## src/rtl/i2c_target_regs.sv

```systemverilog
// I2C target with a pointer-addressed register file. SCL/SDA are oversampled
// on clk_i; SDA is only ever pulled low and SCL is never stretched.
module i2c_target_regs #(
    parameter logic [6:0] TARGET_ADDR = 7'h50,
    parameter int         NREGS       = 16,
    parameter int         SYNC_STAGES = 2,
    localparam int        PW          = $clog2(NREGS)
) (
    input  logic          clk_i,
    input  logic          rst_i,
    input  logic          scl_i,
    input  logic          sda_i,
    output logic          sda_o,
    output logic          sda_oen_o,
    output logic          wr_stb_o,
    output logic [PW-1:0] wr_addr_o,
    output logic [7:0]    wr_data_o,
    output logic          busy_o
);

    typedef enum logic [3:0] {
        IDLE, ADDR, ADDR_ACK, PTR, PTR_ACK, WRITE, WR_ACK, READ, RACK, IDLE_WAIT
    } state_t;

    logic [SYNC_STAGES-1:0] scl_sync, sda_sync;
    logic                   scl_q, sda_q;

    // Synchronizers reset to the idle-bus level so no edge is seen out of reset.
    always_ff @(posedge clk_i) begin
        if (rst_i) begin
            scl_sync <= '1;
            sda_sync <= '1;
            scl_q    <= 1'b1;
            sda_q    <= 1'b1;
        end else begin
            scl_sync <= {scl_sync[SYNC_STAGES-2:0], scl_i};
            sda_sync <= {sda_sync[SYNC_STAGES-2:0], sda_i};
            scl_q    <= scl_sync[SYNC_STAGES-1];
            sda_q    <= sda_sync[SYNC_STAGES-1];
        end
    end

    logic scl_s, sda_s, start, stop, scl_rise, scl_fall;
    assign scl_s    = scl_sync[SYNC_STAGES-1];
    assign sda_s    = sda_sync[SYNC_STAGES-1];
    assign start    = scl_s && scl_q && sda_q && !sda_s;
    assign stop     = scl_s && scl_q && !sda_q && sda_s;
    assign scl_rise = scl_s && !scl_q;
    assign scl_fall = !scl_s && scl_q;

    state_t        state;
    logic [3:0]    bit_cnt;
    logic [7:0]    shreg, tx;
    logic          rw, ack_drv;
    logic [PW-1:0] ptr;
    logic [7:0]    regs [NREGS];

    logic [7:0]    rx_byte;
    logic [PW-1:0] ptr_nxt;
    assign rx_byte = {shreg[6:0], sda_s};
    assign ptr_nxt = ptr + PW'(1);

    always_ff @(posedge clk_i) begin
        if (rst_i) begin
            state     <= IDLE;
            bit_cnt   <= '0;
            shreg     <= '0;
            tx        <= '0;
            rw        <= 1'b0;
            ack_drv   <= 1'b0;
            ptr       <= '0;
            sda_o     <= 1'b1;
            sda_oen_o <= 1'b1;
            wr_stb_o  <= 1'b0;
            wr_addr_o <= '0;
            wr_data_o <= '0;
            busy_o    <= 1'b0;
            for (int i = 0; i < NREGS; i++) regs[i] <= '0;
        end else begin
            wr_stb_o <= 1'b0;
            if (stop) begin
                state     <= IDLE;
                sda_o     <= 1'b1;
                sda_oen_o <= 1'b1;
                busy_o    <= 1'b0;
            end else if (start) begin
                state     <= ADDR;
                bit_cnt   <= '0;
                sda_o     <= 1'b1;
                sda_oen_o <= 1'b1;
            end else begin
                case (state)
                    ADDR, PTR, WRITE: if (scl_rise) begin
                        shreg   <= rx_byte;
                        bit_cnt <= bit_cnt + 4'd1;
                        if (bit_cnt == 4'd7) begin
                            bit_cnt <= '0;
                            ack_drv <= 1'b0;
                            if (state == ADDR) begin
                                if (rx_byte[7:1] == TARGET_ADDR) begin
                                    state  <= ADDR_ACK;
                                    rw     <= rx_byte[0];
                                    busy_o <= 1'b1;
                                end else begin
                                    state  <= IDLE;
                                    busy_o <= 1'b0;
                                end
                            end else if (state == PTR) begin
                                ptr   <= rx_byte[PW-1:0];
                                state <= PTR_ACK;
                            end else begin
                                state <= WR_ACK;
                            end
                        end
                    end
                    // First fall drives the ACK low, second fall releases it.
                    ADDR_ACK, PTR_ACK, WR_ACK: if (scl_fall) begin
                        if (!ack_drv) begin
                            ack_drv   <= 1'b1;
                            sda_o     <= 1'b0;
                            sda_oen_o <= 1'b0;
                            if (state == WR_ACK) begin
                                regs[ptr] <= shreg;
                                wr_stb_o  <= 1'b1;
                                wr_addr_o <= ptr;
                                wr_data_o <= shreg;
                                ptr       <= ptr_nxt;
                            end
                        end else begin
                            sda_o     <= 1'b1;
                            sda_oen_o <= 1'b1;
                            state     <= WRITE;
                            if (state == ADDR_ACK) begin
                                if (rw) begin
                                    // The ACK-release fall also presents the first read bit.
                                    sda_o     <= regs[ptr][7];
                                    sda_oen_o <= regs[ptr][7];
                                    tx        <= {regs[ptr][6:0], 1'b0};
                                    bit_cnt   <= 4'd1;
                                    state     <= READ;
                                end else begin
                                    state <= PTR;
                                end
                            end
                        end
                    end
                    READ: if (scl_fall) begin
                        if (bit_cnt == 4'd8) begin
                            sda_o     <= 1'b1;
                            sda_oen_o <= 1'b1;
                            state     <= RACK;
                        end else begin
                            sda_o     <= tx[7];
                            sda_oen_o <= tx[7];
                            tx        <= {tx[6:0], 1'b0};
                            bit_cnt   <= bit_cnt + 4'd1;
                        end
                    end
                    RACK: if (scl_rise) begin
                        if (!sda_s) begin
                            ptr     <= ptr_nxt;
                            tx      <= regs[ptr_nxt];
                            bit_cnt <= '0;
                            state   <= READ;
                        end else begin
                            state  <= IDLE_WAIT;
                            busy_o <= 1'b0;
                        end
                    end
                    default: ;
                endcase
            end
        end
    end

endmodule

```

## config.mk

```make
export PLATFORM = sky130hd
export DESIGN_NAME = i2c_target_regs
export DESIGN_NICKNAME = d
export VERILOG_FILES = /design/src/rtl/i2c_target_regs.sv
export SDC_FILE = /design/constraint.sdc
export NUM_CORES = 1
export LEC_CHECK = 0
export BUFFER_PORTS_ARGS = -buffer_cell sky130_fd_sc_hd__buf_2
export CORE_ASPECT_RATIO = 0.75
export CORE_UTILIZATION = 60
export CTS_BUF_LIST = sky130_fd_sc_hd__clkbuf_8 sky130_fd_sc_hd__clkbuf_16
export CTS_CLUSTER_SIZE = 8
export DETAILED_ROUTE_END_ITERATION = 16
export GPL_TIMING_DRIVEN = 0
export PLACE_DENSITY_LB_ADDON = 0.12
export SLEW_MARGIN = 20
export SYNTH_ARGS = -nofsm -noshare
export SYNTH_HDL_FRONTEND = slang
export SYNTH_SLANG_ARGS = --single-unit
```

## constraint.sdc

```tcl
create_clock -name clk_i -period 4 [get_ports clk_i]
set_input_delay 0.8 -clock clk_i [delete_from_list [all_inputs] [get_ports clk_i]]
set_output_delay 0.8 -clock clk_i [all_outputs]
set_load 0.03 [all_outputs]
```

======== Word-level counts from Yosys, hierarchy flattened ========
Memory sizes are Yosys's and may differ from the RTL's. A register that Yosys moved wholly into a read port is not among the register bits.
Cells that the tools add are included.
word-level totals
  bits in writable memories ............... 128
  register bits after elaboration ......... 51
  output and inout port bits .............. 16
  logic and storage cells ................. 175
  memories ................................ 1
  input port bits ......................... 4
cells by class
  equal/unequal tests ..................... 39
  multiplexer cells ....................... 79
  $add $sub $neg .......................... 2
  reduce and logical (&&, ||, !) cells .... 34
  bitwise gates (word level) .............. 3
memory list
  memory  words  width  read ports  clocked after memory_dff  wr ports  RTL line  source
  regs    16     8      2           1                         16        56        logic [7:0] regs [NREGS];
operators with widths
  cell                 number
  $mux 4               32
  $mux 8               9
  $ne 2x2->1 const B   17
  $ne 3x3->1 const B   11
  $pmux 4 s4           2
  $mux 1               27
  $pmux 8 s3           1
  $reduce_and 11->1    2
  $eq 4x3->1 const B   5
  $reduce_and 8->1     2
  $reduce_and 7->1     2
  $pmux 4 s3           1
  $reduce_and 12->1    1
  $reduce_and 6->1     2
  $reduce_or 3->1      3
  $add 4x1->4 const B  2
  $eq 4x2->1 const B   2
  $eq 4x4->1 const B   2
  $reduce_or 8->1      1
  $eq 7x7->1 const B   1
  $logic_and 1x1->1    7
  $mux 3               2
  $pmux 1 s2           3
  $reduce_bool 2->1    3
  10 further kinds     17

======== Longest topological paths before layout ========
Gate-level depths: netlist (run 1).
  depth in word-level cells ............... 11
  mapped depth ............................ 14
  gate-level depth less buffers ........... 8

======== Worst setup path before layout (run 1) ========
No wires, ideal clock.
  kind .................................... flip-flop to flip-flop
  from .................................... reg ptr[0]
  to ...................................... reg tx[3]
  period minus slack after synthesis ...... 3.222 ns
  data arrival time ....................... 3.090 ns
  buffers on the path ..................... 6
  cell stages (with the launch flop) ...... 14
  data required time ...................... 3.868 ns
  library setup time ...................... 0.132 ns
  path slack .............................. 0.778 ns
  path through ............................ dfxtp_1 buf_2 buf_2 buf_2 inv_1 ha_1 buf_2 buf_2 buf_2 mux4_2 mux2_2 a31oi_1 and4_1 nor3_1
between the ends
  longest elaborated chain between the ends .. 5
RTL lines
  element                   RTL line  source
  start: declaration        55        logic [PW-1:0] ptr;
  start signal: assignment  109       ptr <= rx_byte[PW-1:0];
  start signal: assignment  127       ptr <= ptr_nxt;
  start signal: assignment  161       ptr <= ptr_nxt;
  $add 4x1->4               61        assign ptr_nxt = ptr + PW'(1);
  $mem_v2 16x8              --
  $mux 8                    160       if (!sda_s) begin
  $mux 8                    159       RACK: if (scl_rise) begin
  $pmux 8 s3                92        case (state)
  end signal: assignment    138       tx <= {regs[ptr][6:0], 1'b0};
  end signal: assignment    155       tx <= {tx[6:0], 1'b0};
  end signal: assignment    162       tx <= regs[ptr_nxt];
  end: declaration          53        logic [7:0] shreg, tx;
No other way between the ends. The select of a mux whose other input is x is not followed.
A chain may end at the register's enable or synchronous reset.

======== Worst setup path after layout (run 1) ========
  from .................................... reg ptr[0]
  to ...................................... reg tx[7]
Same word-level chain as after synthesis.

==> run summary, run 1 <==
CORE AREA: 15500 um2
Post-CTS Setup Bufs: 0
Seq/Total Area, Yosys: 0.514
GRT Util Overall: 0.362
Final nets: 820
WS Path Type: flop to flop
Routed WL per cell: 27.1 um
# setup viols final: 0
Max Freq: 0.265 GHz
Worst setup SP type: flop
Crit. End Element: flop
H-tree depth: 4
non-filler instance count after layout: 1028
Period Utilization, post-route: 0.944
required time worst endpoint: 4.30 ns
ratio of cells with drive above 1 in the final layout: 0.214
Yosys warning count: 0
Die ar.: 16600 um2
post_cts resized: 5
I/O pin cnt: 20
Post-synth ARST share: 0
largest net degree at the start of global routing: 22
RSZ-0062 raised after global routing: no
max_cap viols: 0
Power per Cell Area: 375 nW/um2
Area Overhead vs Synth: 10.5%
vias: 6955
Post-synth EDFFs: 128
initial antenna violation count: 2
Pre-antenna DRT Iters: 5
crit-path cells: buf_4 > buf_6 > inv_1 > ha_1 > buf_2 > buf_4 > buf_4 > mux4_2 > mux2i_1 > nor3_1 > a311oi_1 > and4_1 > nor3_1
FF+latch count, synth: 183
Die Span Y: 112 um
Peak VDD IR: 0.268 mV
DR vias/cell: 6.77
Fin Clk Skew: 0.0135 ns
Fin. Hold Viols: 0
clk_lat worst skew: 0.45 ns
Num Clock Sinks: 183
Lkg Pwr: 0.00372 uW
Hold Buf Count CTS: 0
Die Width: 148 um
starting density of the core: 0.622
clk buf depth: 2
Synth area leader: edfxtp_1
vias in the first global route: 6861
Mapped Cells: 770
cell mode on critical path: buf_4
clock-pin slew on the worst setup and hold paths: 0.08 ns
FP Rows: 39
actual slew at the worst max-slew pin: 0.933 ns
CTS tree: done
outcome: finished clean
top cell type's share of synthesized area: 0.399
Overflow after GRT: 0
Final HPWL DP: 21100 um
average size of a mapped cell: 12.5 um2
Rel. slew slack: 0.374
placed insts: 997
Hold Crit Class: flop to flop
CP max FO: 19
drt total wl: 27900 um
# port buffers: 18
post-synth cell types: 58
Root Driver: clkbuf_16
arrival time at the worst endpoint: 4.08 ns
Final min period: 3.78 ns
max incr delay on CP: 0.42 ns
Post-DRT Antenna Nets: 0
Max stage delay cell, worst path: dfxtp_1
Synth Net Count: 780
Finished Core Util: 0.688
gp weighted congestion: 0.990
synth top area cells: edfxtp_1 (40%), mux4_2 (15%), dfxtp_1 (11%)
DRT iter0 DRCs: 1058
synthesized cell area: 9630 um2
Max Transition Viols Final: 0
CTS Buf Count: 17
first-pass GRT wire length: 42300 um
Synth Flop Type: edfxtp_1
number of fill cells: 1123
drc violations: 0
ant diodes: 0
synthesized netlist by cell type, types with 2 or more instances:
cell type and count:
inv_1 8, o31ai_1 2, nor3_1 10, or2_2 13, mux4_2 66, buf_2 17
o21ai_0 25, buf_1 2, a311oi_1 6, xor2_1 3, a22o_1 2, clkbuf_1 33
nand3b_1 3, nor2b_1 5, a31oi_1 8, edfxtp_1 128, and3b_1 3, mux2i_1 29
a21oi_1 28, nor3_2 5, and4_1 5, nor2_1 53, nand3_1 12, a211oi_1 3
nand2b_1 12, dfxtp_1 55, nor4b_1 3, o22ai_1 2, o32ai_1 8, ha_1 6
mux2_2 10, o21a_1 2, a22oi_1 6, and2_1 129, nand2_1 45
worst max-delay path: cells and delay by family, from the launching register on:
kind                       cells  cell delay (ns)
buffers and inverters          6             1.47
AOI/OAI and AO/OA              1             0.28
muxes                          2             0.69
adders and majority gates      1             0.33
DFF                            1             0.42
and+or+nand+nor                3             0.41
cell type report:
| class | count | area (um2) | area share |
|---|---|---|---|
| Timing Repair Buffer | 22 | 120 | 0.0113 |
| Multi-Input combinational cell | 524 | 4420 | 0.415 |
| Inverter | 9 | 33.8 | 0.00318 |
| Clock buffer | 17 | 425 | 0.0400 |
| Sequential cell | 183 | 4940 | 0.465 |
| Buffer | 53 | 245 | 0.0231 |
| Tap cell | 205 | 256 | 0.0241 |
| Clock inverter | 15 | 191 | 0.0180 |
per-stage QoR:
step	setup TNS, ns	hold WS, ns	setup WS [ns]	total power [uW]	instance area, um2
floorplan	0	0.389	0.778	2230	9630
global placement	-1.35	0.400	-0.463	2280	9970
detailed placement	-1.69	0.404	-0.520	2290	10000
CTS	0	0.424	0.201	4000	10600
global route	0	0.448	0.0825	4080	10600
finish	0	0.420	0.223	3990	10600
path summary, 6_finish.rpt:
path,startpoint,endpoint,slack (ns),cells past startpoint
worst min-delay path,scl_sync[0],scl_sync[1],0.42,1
worst max-delay path,ptr[0],tx[7],0.22,13
worst min register to register,scl_sync[0],scl_sync[1],0.42,1
worst max register to register,ptr[0],tx[7],0.22,13
report_power, final:
| group | internal, uW | switching, uW |
|---|---|---|
| sequential | 2070 | 32.0 |
| clock | 861 | 873 |
| combinational | 58.4 | 101 |
| total | 2990 | 1010 |
state kept, by name, indices dropped and copies added (netlist names), 2 cells and up, named ones only:
signal and count:
bit_cnt 4, ptr 4, regs 128, scl_sync 2
sda_sync 2, shreg 8, state 4, tx 8
wr_addr_o 4, wr_data_o 8
placed cells by master (no fill, tap or decap), types with 4 or more instances in the layout:
master	instances
and2_1	129
edfxtp_1	128
mux4_2	66
dfxtp_1	55
nor2_1	53
nand2_1	45
clkbuf_1	32
buf_2	30
mux2i_1	29
a21oi_1	28
clkbuf_16	17
or2_2	13
o21ai_0	13
nand2b_1	12
nand3_1	12
o21ai_1	12
nor3_1	10
mux2_2	10
buf_4	8
inv_1	8
a31oi_1	8
o32ai_1	8
a22oi_1	6
a311oi_1	6
ha_1	6
nor3_2	5
nor2b_1	5
and4_1	5
clkinv_8	4
cell families (layout without fill, tap and decap cells):
group,count (synthesis),after routing,synth area share
AOI/OAI and AO/OA,101,101,0.0701
xor gates and xnor gates,3,3,0.00273
adders and majority gates,6,6,0.00780
buffers and inverters,63,116,0.0279
DFF,183,183,0.514
muxes,105,105,0.196
and+or+nand+nor,309,309,0.181
metal layers:
metal	vias to the layer above	GRT usage	part of all wire
li1	2976	-	-
met1	3454	0.513	0.40
met2	470	0.502	0.43
met3	53	0.149	0.15
met4	2	0.126	0.024
met5	-	0	0.00032
Note: power is estimated with default switching activity, not from simulation.
==> run 2: changes to the inputs <==
CORE_UTILIZATION = 57   (was 60)
clock period = 3.3 ns   (was 4 ns; I/O delays follow)
==> run summary, run 2 (same netlist as run 1, synthesis figures left out) <==
WS Path Type: flop to flop (unchanged)
crit-path cells: buf_12 > buf_8 > buf_8 > inv_1 > ha_1 > buf_6 > buf_12 > buf_6 > mux4_2 > mux2i_4 > nor3_1 > a311oi_1 > and4_1 > nor3_1 (was buf_4 > buf_6 > inv_1 > ha_1 > buf_2 > buf_4 > buf_4 > mux4_2 > mux2i_1 > nor3_1 > a311oi_1 > and4_1 > nor3_1)
clock-pin slew on the worst setup and hold paths: 0.08 ns (about the same)
most frequent cells in the layout: and2_1 (129), edfxtp_1 (128), mux4_2 (66), dfxtp_1 (54), nor2_1 (53) (was and2_1 (129), edfxtp_1 (128), mux4_2 (66), dfxtp_1 (55), nor2_1 (53))
Num Clock Sinks: 183 (unchanged)
arrival time at the worst endpoint: 3.51 ns (was 4.08 ns)
Setup TNS: 0 ns (unchanged)
GR Layer Usage met3: 0.155 (was 0.149)
actual slew at the worst max-slew pin: 0.972 ns (was 0.933 ns)
Final HPWL DP: 21300 um (was 21100 um)
Hold Crit Class: primary input to flop (was flop to flop)
H-tree depth: 4 (unchanged)
worst r2r src: ptr[0] (unchanged)
vias: 6943 (was 6955)
Stages on worst setup path: 14 (was 13)
R2R cell count: 14 (was 13)
GRT Util Overall: 0.341 (was 0.362)
Die Span Y: 115 um (was 112 um)
crit path to: tx[7] (unchanged)
initial antenna violation count: 1 (was 2)
number of fill cells: 1194 (was 1123)
Lkg Pwr: 0.00378 uW (was 0.00372 uW)
Period Utilization, post-route: 0.973 (was 0.944)
NetSw: 1200 uW (was 1010 uW)
area of the multi-input gates: 4470 um2 (was 4420 um2)
required time worst endpoint: 3.60 ns (was 4.30 ns)
Max Freq: 0.312 GHz (was 0.265 GHz)
clk buf depth: 2 (unchanged)
Clock Power Share: 0.435 (was 0.434)
Pre-antenna DRT Iters: 5 (unchanged)
worst reg-to-reg setup slack: 0.09 ns (was 0.22 ns)
busiest grt layer: met1 (unchanged)
Crit. End Element: flop (unchanged)
Design Area, Final: 10800 um2 (was 10600 um2)
Overflow after GRT: 0 (unchanged)
Routed WL per cell: 27.0 um (was 27.1 um)
CTS tree: done (unchanged)
# port buffers: 18 (unchanged)
met1 Use GR: 0.475 (was 0.513)
Peak VDD IR: 0.306 mV (was 0.268 mV)
Biggest register: regs (unchanged)
Power per Cell Area: 448 nW/um2 (was 375 nW/um2)
Die ar.: 17400 um2 (was 16600 um2)
vias in the first global route: 6602 (was 6861)
Fin Clk Skew: 0.0120 ns (was 0.0135 ns)
Gate power share: 0.040 (about the same)
clk_lat worst skew: 0.45 ns (about the same)
Die Width: 152 um (was 148 um)
DR vias/cell: 6.66 (was 6.77)
Bufs and invs on worst path: 7 (was 6)
first-pass GRT wire length: 41900 um (was 42300 um)
drc violations: 0 (unchanged)
starting density of the core: 0.592 (was 0.622)
max_cap viols: 0 (unchanged)
drt total wl: 28100 um (was 27900 um)
Fin. Hold Viols: 0 (unchanged)
top cell family by delay on the critical path: buffers and inverters (unchanged)
CP max FO: 10 (was 19)
Switching Share: 0.248 (was 0.252)
CORE AREA: 16300 um2 (was 15500 um2)
placed insts: 1002 (was 997)
non-filler instance count after layout: 1042 (was 1028)
Power Total: 4850 uW (was 3990 uW)
DRT iter0 DRCs: 1140 (was 1058)
Area Overhead vs Synth: 12.4% (was 10.5%)
Post-DRT Antenna Nets: 0 (unchanged)
Worst setup SP type: flop (unchanged)
Post-DP Area: 10000 um2 (about the same)
FP Rows: 40 (was 39)
ratio of cells with drive above 1 in the final layout: 0.230 (was 0.214)
Final min period: 3.21 ns (was 3.78 ns)
Max Transition Viols Final: 0 (unchanged)
FF+latch area: 4950 um2 (was 4940 um2)
max incr delay on CP: 0.39 ns (was 0.42 ns)
Cell Int Power: 3640 uW (was 2990 uW)
Root Driver: clkbuf_16 (unchanged)
commonest non-fill, non-tap cell in the layout: and2_1 (unchanged)
crit path launch: ptr[0] (unchanged)
Final nets: 828 (was 820)
reg2reg end: tx[7] (unchanged)
Rel. slew slack: 0.347 (was 0.374)
RSZ-0062 raised after global routing: yes (was no)
Worst Hold Slack: 0.398 ns (was 0.420 ns)
I/O pin cnt: 20 (unchanged)
sequential power share: 0.525 (was 0.526)
largest net degree at the start of global routing: 21 (was 22)
max reg flops: 128 (unchanged)
gp weighted congestion: 0.947 (was 0.990)
CTS Buf Count: 17 (unchanged)
met2 GRT Util: 0.469 (was 0.502)
outcome: finished clean (unchanged)
Max stage delay cell, worst path: dfxtp_2 (was dfxtp_1)
# setup viols final: 0 (unchanged)
==> run 2: layer usage <==
layer,up-vias,share of wire
met1,3466,0.42
met2,425,0.41
met4,2,0.021
li1,2991,-
met3,59,0.14
met5,-,0.0032
==> run 2: how the worst min path moves through the flow <==
stage | slack (ns) | endpoint | start | depth (start not counted)
5_1_grt | 0.39 | sda_sync[0] | sda_i | 2
4_1_cts | 0.39 | sda_sync[0] | sda_i | 2
2_1_floorplan | 0.39 | scl_sync[1] | scl_sync[0] | 1
3_3_place_gp | 0.40 | scl_sync[1] | scl_sync[0] | 1
3_5_place_dp | 0.40 | sda_sync[1] | sda_sync[0] | 1
6_report | 0.40 | sda_sync[0] | sda_i | 2
==> run 2: power groups by stage <==
| stage | Clock, uW | Combinational, uW | Sequential (uW) |
|---|---|---|---|
| finish | 2110 | 195 | 2540 |
| global route | 2210 | 207 | 2550 |
| CTS | 2120 | 189 | 2540 |
| detailed placement | 0 | 187 | 2590 |
| global placement | 0 | 180 | 2590 |
| floorplan | 0 | 124 | 2570 |
==> run 2: layout make-up <==
class	count	share of cell area
Sequential cell	183	0.457
Antenna cell	1	0.000231
Clock inverter	15	0.0190
Multi-Input combinational cell	524	0.413
Clock buffer	17	0.0393
Tap cell	210	0.0243
Timing Repair Buffer	29	0.0160
Inverter	9	0.00312
Buffer	54	0.0279
==> run 2: stage by stage <==
stage	util	setup WS [ns]
floorplan	-	0.0784
global placement	0.613	-1.02
detailed placement	0.616	-1.05
CTS	0.659	0.0407
global route	0.665	-0.0423
finish	0.665	0.0901
==> run 2: what timing repair did <==
| item | CTS | global route |
|---|---|---|
| resized for setup | 20 | 10 |
| hold endpoints to repair | 0 | 0 |
| pin swaps | 0 | 2 |
| endpoints found under the setup margin | 22 | 48 |
| buffers inserted | 0 | 7 |
| hold buffers | 0 | 0 |
==> run 3: changes to the inputs <==
CORE_UTILIZATION = 32   (was 57)
==> run summary, run 3 (same netlist as run 1, synthesis figures left out) <==
crit path launch: ptr[2] (was ptr[0])
starting density of the core: 0.328 (was 0.592)
Overflow after GRT: 0 (unchanged)
first-pass GRT wire length: 44700 um (was 41900 um)
most frequent cells in the layout: and2_1 (129), edfxtp_1 (128), mux4_2 (66), dfxtp_1 (54), nor2_1 (53) (unchanged)
initial antenna violation count: 0 (was 1)
max reg flops: 128 (unchanged)
CTS tree: done (unchanged)
Worst setup SP type: flop (unchanged)
DRT iter0 DRCs: 662 (was 1140)
busiest grt layer: met1 (unchanged)
Final min period: 3.23 ns (was 3.21 ns)
ratio of cells with drive above 1 in the final layout: 0.233 (was 0.230)
Post-Place Setup Slack: -1.30 ns (was -1.05 ns)
vias in the first global route: 6714 (was 6602)
Rel. slew slack: 0.380 (was 0.347)
actual slew at the worst max-slew pin: 0.924 ns (was 0.972 ns)
outcome: finished clean (unchanged)
drt total wl: 30300 um (was 28100 um)
met2 GRT Util: 0.293 (was 0.469)
Die Span Y: 152 um (was 115 um)
max_cap viols: 0 (unchanged)
Pre-antenna DRT Iters: 5 (unchanged)
arrival time at the worst endpoint: 3.52 ns (was 3.51 ns)
Post-DRT Antenna Nets: 0 (unchanged)
Worst Hold Slack: 0.421 ns (was 0.398 ns)
clk buf depth: 2 (unchanged)
I/O pin cnt: 20 (unchanged)
Final HPWL DP: 23100 um (was 21300 um)
post-route setup slack: 0.0681 ns (was 0.0901 ns)
CTS Buf Count: 17 (unchanged)
H-tree depth: 4 (unchanged)
WS Path Type: flop to flop (unchanged)
Routed WL per cell: 24.7 um (was 27.0 um)
Num Clock Sinks: 183 (unchanged)
drc violations: 0 (unchanged)
clk_lat worst skew: 0.44 ns (was 0.45 ns)
vias: 6748 (was 6943)
GR Layer Usage met3: 0.0573 (was 0.155)
Final nets: 830 (was 828)
Period Utilization, post-route: 0.979 (was 0.973)
GRT Util Overall: 0.201 (was 0.341)
Max Transition Viols Final: 0 (unchanged)
Hold Startpoint: sda_sync[0] (was sda_i)
Max Freq: 0.309 GHz (was 0.312 GHz)
largest net degree at the start of global routing: 18 (was 21)
Crit. End Element: flop (unchanged)
Fin Clk Skew: 0.0160 ns (was 0.0120 ns)
# port buffers: 18 (unchanged)
Peak VDD IR: 0.359 mV (was 0.306 mV)
Hold Crit Class: flop to flop (was primary input to flop)
commonest non-fill, non-tap cell in the layout: and2_1 (unchanged)
CP max FO: 10 (unchanged)
# setup viols final: 0 (unchanged)
Biggest register: regs (unchanged)
CORE AREA: 29300 um2 (was 16300 um2)
Power per Cell Area: 424 nW/um2 (was 448 nW/um2)
DR vias/cell: 5.50 (was 6.66)
gp weighted congestion: 0.959 (was 0.947)
met1 Use GR: 0.294 (was 0.475)
Die Width: 202 um (was 152 um)
Fin. Hold Viols: 0 (unchanged)
clock-pin slew on the worst setup and hold paths: 0.08 ns (about the same)
Area Overhead vs Synth: 14.2% (was 12.4%)
Finished Core Util: 0.375 (was 0.665)
Hold Buf Count CTS: 0 (unchanged)
Die ar.: 30800 um2 (was 17400 um2)
Lkg Pwr: 0.00376 uW (was 0.00378 uW)
FP Rows: 54 (was 40)
required time worst endpoint: 3.59 ns (was 3.60 ns)
RSZ-0062 raised after global routing: yes (unchanged)
Root Driver: clkbuf_16 (unchanged)
number of fill cells: 2834 (was 1194)
worst r2r src: ptr[2] (was ptr[0])
==> run 3: routing by layer <==
metal	wire length [um]	vias up
met5	0	-
met4	438	0
met3	2400	23
met2	13000	273
met1	14500	3458
li1	-	2994
==> run 3: path summary, 6_finish.rpt <==
check,endpoint,slack [ns],cells after the start
max,tx[0],0.07,7
min,sda_sync[1],0.42,1
max reg2reg,tx[0],0.07,7
min reg2reg,sda_sync[1],0.42,1
==> run 3: area by class of cell <==
cell class                      count  area (um2)  area share
Clock inverter                     15         104     0.00945
Multi-Input combinational cell    524        4500       0.410
Clock buffer                       17         425      0.0387
Antenna cell                        1        2.50    0.000228
Sequential cell                   183        4950       0.450
Tap cell                          392         490      0.0446
Inverter                            9        33.8     0.00307
Buffer                             53         287      0.0261
Timing Repair Buffer               32         195      0.0178
==> run 3: stage by stage <==
stage | setup TNS [ns] | cells | power, uW | area [um2]
global placement | -24.88 | 1180 | 2780 | 10200
CTS | 0 | 1217 | 4680 | 10900
global route | -0.702 | 1225 | 4800 | 11000
finish | 0 | 1226 | 4660 | 11000
detailed placement | -10.26 | 1185 | 2780 | 10300
floorplan | 0 | 770 | 2700 | 9630
==> run 3: what timing repair did <==
| action | 4_1_cts | 5_1_grt |
|---|---|---|
| resized for setup | 27 | 10 |
| hold endpoints to repair | 0 | 0 |
| endpoints found under the setup margin | 34 | 84 |
| pin swaps | 0 | 4 |
| buffers inserted | 0 | 9 |
| cloned | 0 | 0 |
==> run 3: worst max-delay path: stages, from the launching register on <==
cell and delay [ns]:
dfxtp_1 0.39, clkbuf_1 0.61, nand3_1 0.18, xor2_1 0.57, clkbuf_1 0.64, mux4_2 0.48
nand3_1 0.11, a21oi_1 0.07
==> run 3: power breakdown <==
part	internal (uW)	switching, uW
Sequential	2510	38.6
Combinational	73.5	124
Clock	972	948
Total	3550	1110
